File: src/rtl/led_scheduler.sv
// Two-requester LED blink scheduler: round-robin grant, blinks the LED
// count times for the owner, pulses done, then holds off for a fixed gap.
module led_scheduler #(
  parameter int unsigned HALF_PERIOD = 12,
  parameter int unsigned GAP         = 24,
  parameter int unsigned CNT_W       = 8
) (
  input  logic             clock,
  input  logic             reset_n,
  input  logic [1:0]       req,
  input  logic [CNT_W-1:0] count0,
  input  logic [CNT_W-1:0] count1,
  output logic [1:0]       grant,
  output logic [1:0]       done,
  output logic             busy,
  output logic             led
);

  localparam int unsigned PH_MAX = (HALF_PERIOD > GAP) ? HALF_PERIOD : GAP;
  localparam int unsigned PH_W   = (PH_MAX > 1) ? $clog2(PH_MAX) : 1;
  localparam logic [PH_W-1:0] HP_LAST  = PH_W'(HALF_PERIOD - 1);
  localparam logic [PH_W-1:0] GAP_LAST = PH_W'(GAP - 1);

  typedef enum logic [2:0] {
    S_IDLE,
    S_ON,
    S_OFF,
    S_ZERO,
    S_GAP
  } state_e;

  state_e           state_q, state_d;
  logic [PH_W-1:0]  phase_q, phase_d;
  logic [CNT_W-1:0] remaining_q, remaining_d;
  logic             last_q, last_d;
  logic [1:0]       grant_q, grant_d;
  logic [1:0]       done_q, done_d;
  logic             busy_q, busy_d;
  logic             led_q, led_d;
  logic             pick_c;
  logic [CNT_W-1:0] cnt_c;

  // Next-state and registered-output computation
  always_comb begin
    state_d     = state_q;
    phase_d     = phase_q + PH_W'(1);
    remaining_d = remaining_q;
    last_d      = last_q;
    grant_d     = grant_q;
    done_d      = 2'b00;
    led_d       = led_q;
    // On a tie the requester that was not served last wins
    pick_c      = (req == 2'b11) ? ~last_q : req[1];
    cnt_c       = pick_c ? count1 : count0;

    case (state_q)
      S_IDLE: begin
        phase_d = '0;
        if (|req) begin
          last_d      = pick_c;
          grant_d     = pick_c ? 2'b10 : 2'b01;
          remaining_d = cnt_c;
          if (cnt_c != '0) begin
            state_d = S_ON;
            led_d   = 1'b1;
          end else begin
            state_d = S_ZERO;
            led_d   = 1'b0;
          end
        end
      end
      S_ON: begin
        if (phase_q == HP_LAST) begin
          state_d = S_OFF;
          led_d   = 1'b0;
          phase_d = '0;
        end
      end
      S_OFF: begin
        if (phase_q == HP_LAST) begin
          phase_d     = '0;
          remaining_d = remaining_q - CNT_W'(1);
          // Stop at one remaining so the counter never wraps
          if (remaining_q == CNT_W'(1)) begin
            state_d = S_GAP;
            grant_d = 2'b00;
            done_d  = grant_q;
          end else begin
            state_d = S_ON;
            led_d   = 1'b1;
          end
        end
      end
      S_ZERO: begin
        state_d = S_GAP;
        phase_d = '0;
        grant_d = 2'b00;
        done_d  = grant_q;
        led_d   = 1'b0;
      end
      S_GAP: begin
        if (phase_q == GAP_LAST) begin
          state_d = S_IDLE;
          phase_d = '0;
        end
      end
      default: begin
        state_d = S_IDLE;
        phase_d = '0;
        grant_d = 2'b00;
        led_d   = 1'b0;
      end
    endcase

    busy_d = (state_d != S_IDLE);
  end

  // State and output registers; last-served resets to 1 so requester 0 wins the first tie
  always_ff @(posedge clock or negedge reset_n) begin
    if (!reset_n) begin
      state_q     <= S_IDLE;
      phase_q     <= '0;
      remaining_q <= '0;
      last_q      <= 1'b1;
      grant_q     <= 2'b00;
      done_q      <= 2'b00;
      busy_q      <= 1'b0;
      led_q       <= 1'b0;
    end else begin
      state_q     <= state_d;
      phase_q     <= phase_d;
      remaining_q <= remaining_d;
      last_q      <= last_d;
      grant_q     <= grant_d;
      done_q      <= done_d;
      busy_q      <= busy_d;
      led_q       <= led_d;
    end
  end

  assign grant = grant_q;
  assign done  = done_q;
  assign busy  = busy_q;
  assign led   = led_q;

endmodule

File: config.mk
export PLATFORM = sky130hd
export DESIGN_NAME = led_scheduler
export DESIGN_NICKNAME = d
export VERILOG_FILES = /design/src/rtl/led_scheduler.sv
export SDC_FILE = /design/constraint.sdc
export NUM_CORES = 1
export LEC_CHECK = 0
export ABC_CLOCK_PERIOD_IN_PS = 1930
export CORE_ASPECT_RATIO = 0.5
export CORE_MARGIN = 5
export CORE_UTILIZATION = 53
export CTS_CLUSTER_SIZE = 14
export DETAILED_ROUTE_END_ITERATION = 10
export GPL_TIMING_DRIVEN = 0
export PLACE_DENSITY = 0.8
export SYNTH_ARGS = -nofsm -noshare
export SYNTH_HDL_FRONTEND = slang
export SYNTH_SLANG_ARGS = --single-unit
export TNS_END_PERCENT = 20
File: constraint.sdc
create_clock -name clock -period 1.93 [get_ports clock]
set_input_delay 0.2895 -clock clock [delete_from_list [all_inputs] [get_ports clock]]
set_output_delay 0.2895 -clock clock [all_outputs]
set_load 0.05 [all_outputs]
# After elaboration in Yosys (flattened, before gate mapping)
# Cells that the tools add are included.
[totals] output_inout_bits=6 word_cells=66 reg_bits=23 in_bits=20
[classes] bitwise=3 reduce_logical=11 addsub=2 n_mux=29 n_eq_ne=13
[op_table] cell="two-way mux 8 bit" n=3
[op_table] cell="case mux 8 bit (2 select lines)" n=1
[op_table] cell="two-way mux 3 bit" n=5
[op_table] cell="case mux 3 bit (5 select lines)" n=1
[op_table] cell="two-way mux 2 bit" n=7
[op_table] cell="two-way mux 5 bit" n=2
[op_table] cell="inequality test 2 bit, second input constant" n=5
[op_table] cell="case mux 5 bit (2 select lines)" n=1
[op_table] cell="equality test 8 x 1 -> 1 bit, second input constant" n=1
[op_table] cell="nonzero test 8 bit" n=1
[op_table] cell="subtractor 8 x 1 -> 8 bit, second input constant" n=1
[op_table] cell="equality test 3 x 2 -> 1 bit, second input constant" n=2
[op_table] cell="two-way mux 1 bit" n=6
[op_table] cell="case mux 2 bit (3 select lines)" n=1
[op_table] cell="OR reduction 2 bit" n=3
[op_table] cell="adder 5 x 1 -> 5 bit, second input constant" n=1
[op_table] cell="equality test 5 x 4 -> 1 bit, second input constant" n=1
[op_table] cell="equality test 5 bit, second input constant" n=1
[op_table] cell="AND reduction 5 bit" n=1
[op_table] cell="case mux 1 bit (4 select lines)" n=1
[op_table] cell="case mux 2 bit (2 select lines)" n=1
[op_table] cell="AND reduction 4 bit" n=1
[op_table] cell="equality test 3 x 1 -> 1 bit, second input constant" n=1
[op_table] cell="equality test 3 bit, second input constant" n=1
[op_table] cell="7 further kinds" n=9

# Longest topological paths before layout
[logic_depth] depth_word=8 ltp_mapped=7 depth_no_buf=6

# Least setup slack after synthesis
# Ideal clock, no wire load.
[synth_path] kind="reg2reg" start="reg phase_q[0]" end="reg remaining_q[0]" path_buffers=1 setup_ns=0.124 path_slack_ns=0.292 arrival_time_ns=1.514 period_less_slack_ns=1.638 path_stages_with_launch=7 cell_sequence="dfrtp_1 > ha_1 > and4bb_1 > buf_6 > a22oi_2 > nor3_1 > a211o_1"
[synth_between] elab_chain_len=3
[synth_lines] item="start, declared" line_no="33" text="logic [PH_W-1:0] phase_q, phase_d;"
[synth_lines] item="start signal, assigned" line_no="131" text="phase_q <= phase_d;"
[synth_lines] item="equality test 5 x 4 -> 1 bit" line_no="80" text="if (phase_q == HP_LAST) begin"
[synth_lines] item="inequality test 2 bit (no source line)"
[synth_lines] item="AND reduction 3 bit (no source line)"
[synth_lines] item="end signal, assigned" line_no="132" text="remaining_q <= remaining_d;"
[synth_lines] item="end, declared" line_no="34" text="logic [CNT_W-1:0] remaining_q, remaining_d;"
# Every way passes these cells.
# A chain may end at the register's enable or synchronous reset.

# Worst setup path in the final report
[layout_path] start="reg phase_q[0]" end="reg busy_q, in the netlist busy"
[layout_between] elab_chain_len=4
[layout_lines] item="equality test 5 bit or equality test 5 x 4 -> 1 bit (tied branches)" line_no="102, 73, 80"
[layout_lines] item="two-way mux 3 bit (on tied branches)" line_no="102, 73, 80"
[layout_lines] item="case mux 3 bit (5 select lines) (*)" line_no="56" text="case (state_q)"
[layout_lines] item="net state_d[0]" line_no="32" text="state_e state_q, state_d;"
[layout_lines] item="nonzero test 3 bit (*)" line_no="115" text="busy_d = (state_d != S_IDLE);"
[layout_lines] item="net busy_d" line_no="38" text="logic busy_q, busy_d;"
[layout_lines] item="end signal, assigned" line_no="136" text="busy_q <= busy_d;"
[layout_lines] item="end, declared" line_no="38"
# The timed path passes the listed nets; every way through them passes the cells marked *.

==> impl_metrics.ini <==
[timing]
tightest_slew_ns = 1.05
final-hold-violation-count = 0
finalCritPeriodShare_pct = 93.4
skew_ns = 0.00478
finalSetupViolations = 0
fmax_mhz = 555
max_slew_margin_pct = 29.9
drv_slew = 0
rsz0062_at_grt = false
finalCriticalPeriod_ns = 1.80
hold_slack_ns = 0.474
fin_ws_ns = 0.128

[synth]
synth_edf_count = 0
synth_area_um2 = 1550
ys_seq_area_share_pct = 37.3
postSynthAreaPerCell_um2 = 9.20
synthAdderAreaFrac_pct = 2.43
synth_compound_area_share_pct = 22.6
synthDistinctLibCells = 50
synth_cells = 168
yosys_warnings = 0
muxShareOfSynthArea_pct = 4.86
ys_async_sr_fraction_pct = 100
synthXorXnorAreaFrac_pct = 1.70
synth-main-ff-cell = dfrtp_1
synth_top_family_by_area = simple AND/OR/NAND/NOR gates
synth_nets = 191
yosys.area_share.simple_pct = 25.6
yosys_register_bits = 23

[die]
core.rowCount = 13
io_pins = 26
die_area_um2 = 4160
fp.coreArea_um2 = 2680
start_util_pct = 57.6
die_y_um = 48.2
die_w_um = 86.4

[clock_network]
insertion_delay_ns = 0.27
cts_buffer_depth = 2
clock-sinks = 23
path_clk_slew_ns = 0.08
cts_root_buf = clkbuf_8
h-tree-depth = 1
cts_made_buffers = 3
postCtsHoldBufs = 0
cts_tree = done

[global_routing]
overflow = 0
grt_first_pass_wirelength_um = 6290
grt_max_degree = 24
grt_pass1_vias = 1337
grt_use_total_pct = 19.8
antenna_found_initial = 0

[detailed_routing]
drc = 0
avgViaCountPerCell = 5.84
drt_iter0_drc = 161
wl_um = 3700
vias = 1378
firstDrtPassIters = 4
wire_per_inst_um = 15.7
ant_nets = 0

[place]
place_hpwl_um = 2810
port_buffers = 25
gp_congestion = 0.863
pre_cts_ws_ns = -0.181
dpl.cell_count = 230
place_area_um2 = 1840

[final_layout]
n_antenna_cell = 0
layout.nets = 223
stdcell_count = 236
area_growth_pct = 23.3
fin_area_um2 = 1910
drive_gt1_share_pct = 13.6

[worst_setup_path]
start_kind = flip-flop
crit_type = flip-flop to flip-flop
cp_slowest_cell = dfrtp_1
crit_chain = ha_1 > and4bb_1 > buf_6 > nand2_2 > a22o_1 > or3b_1
critPathMaxFanout = 8
crit_path_end_kind = flip-flop
arrival_ns = 1.95
required_ns = 2.08
cp_slowest_stage_delay_ns = 0.38

[outcome]
outcome = finished, final reports clean

[power]
vdd_ir_drop_max_mv = 0.689
powerDensity_nw_per_um2 = 1140
p_leak_nw = 0.744
total_power_mw = 2.17

[hold_path]
holdCritPathClass = flip-flop to flip-flop

[job]
max_cap_viol_count = 0
-- state kept, by name (all words and copies together), names as in the netlist --
signal       cells
led              1
phase_q          5
done             2
busy             1
last_q           1
remaining_q      8
state_q          3
grant            2
-- layout by cell type, fill, tap and decap left out, types with 3 or more instances in the layout --
| master | instances |
|---|---|
| mux2i_1 | 3 |
| ha_1 | 3 |
| buf_4 | 3 |
| clkdlybuf4s50_1 | 25 |
| nand2b_1 | 4 |
| nand3_1 | 5 |
| buf_6 | 3 |
| o21ai_1 | 9 |
| buf_2 | 4 |
| and2_1 | 3 |
| dfrtp_1 | 22 |
| mux2_2 | 4 |
| nor3_1 | 6 |
| a31oi_1 | 6 |
| clkbuf_8 | 3 |
| a21boi_1 | 3 |
| inv_1 | 5 |
| nor2_1 | 16 |
| nand2_1 | 8 |
| a21oi_1 | 11 |
| or3b_1 | 4 |
| nor4_1 | 4 |
-- worst max-delay path, delay by kind of cell (launching register included) --
family,cells,cell delay [ns]
and+or+nand+nor,3,0.66
DFF,1,0.38
adders and majority gates,1,0.28
AOI/OAI and AO/OA,1,0.22
buffers and inverters,1,0.14
-- synth_stat cells (2+ instances only) --
cell type / count / area share (%)
nand3_1: 5 / 1.6
a31oi_1: 6 / 2.4
dfrtp_1: 22 / 36
nand4_1: 2 / 0.81
a211oi_1: 2 / 0.97
a21oi_1: 11 / 3.6
o22ai_1: 2 / 0.81
nand2b_1: 4 / 1.6
inv_1: 5 / 1.2
or3b_1: 4 / 2.3
xnor2_1: 2 / 1.1
a32o_1: 2 / 1.3
mux2_2: 4 / 2.9
buf_2: 5 / 1.6
o31ai_1: 2 / 0.97
and2_1: 3 / 1.2
buf_6: 3 / 2.2
o21ai_1: 9 / 2.9
nor3_1: 6 / 1.9
ha_1: 3 / 2.4
nor4_1: 4 / 1.6
nor3_2: 2 / 1.3
or3_1: 2 / 0.81
a22o_1: 2 / 1.1
nor2_1: 16 / 3.9
a211o_1: 2 / 1.1
nand2_1: 8 / 1.9
o22a_1: 2 / 1.1
mux2i_1: 3 / 1.9
a21boi_1: 3 / 1.5
nor3b_1: 2 / 0.97
o21ai_0: 2 / 0.65
-- repair_timing --
| item | CTS | global route |
|---|---|---|
| setup endpoints to repair | 0 | 5 |
| resized for setup | 0 | 1 |
| buffers inserted | 0 | 2 |
-- per-stage QoR --
step	TNS, ns	util (%)
after global routing	0	71.0
final	0	71.0
after floorplan	0	-
after CTS	0	70.3
after global placement	-0.500	68.6
after detailed placement	-0.705	68.6
-- area by class of cell --
| type | count | area, µm² |
|---|---|---|
| repair buffers | 27 | 265 |
| well taps | 37 | 46.3 |
| fillers | 225 | 778 |
| plain buffers | 9 | 68.8 |
| inverters | 5 | 18.8 |
| multi-input cells | 131 | 883 |
| flip-flops and latches | 23 | 577 |
| clock inverters | 1 | 5.00 |
| clock buffers | 3 | 41.3 |
-- metal layers --
metal  track usage, %  up-vias  wire (µm)
li1                 -      696          -
met1             25.6      642       1750
met2             35.9       36       1720
met3             4.05        4        211
met4             4.04        0         19
met5                0        -          0
-- power by group --
part           internal [mW]  leakage (nW)  switching (mW)
Combinational          0.463         0.444           0.533
Sequential             0.672         0.275           0.194
Clock                  0.144        0.0255           0.165
Total                   1.28         0.744           0.892
-- cells by family (layout without fill, tap and decap cells) --
family                   count (synthesis)  count (layout)
multiplexers                             7               7
flip-flops                              23              23
XOR/XNOR                                 3               3
AO/OA/AOI/OAI                           52              52
adder cells (fa/ha/maj)                  3               3
AND/OR/NAND/NOR                         66              66
buffers and inverters                   14              45
-- worst paths after layout --
kind / to / startpoint / cells past startpoint / slack (ns)
max: busy$_DFF_PN0_ / phase_q[0]$_DFF_PN0_ / 6 / 0.13
min: phase_q[0]$_DFF_PN0_ / phase_q[0]$_DFF_PN0_ / 1 / 0.47
max reg2reg: busy$_DFF_PN0_ / phase_q[0]$_DFF_PN0_ / 6 / 0.13
min reg2reg: phase_q[0]$_DFF_PN0_ / phase_q[0]$_DFF_PN0_ / 1 / 0.47
max in group asynchronous: done[0]$_DFF_PN0_ / reset_n / 1 / 0.71
min in group asynchronous: remaining_q[4]$_DFFE_PN0P_ / reset_n / 1 / 0.58
Note: power is estimated with default switching activity, not from simulation.
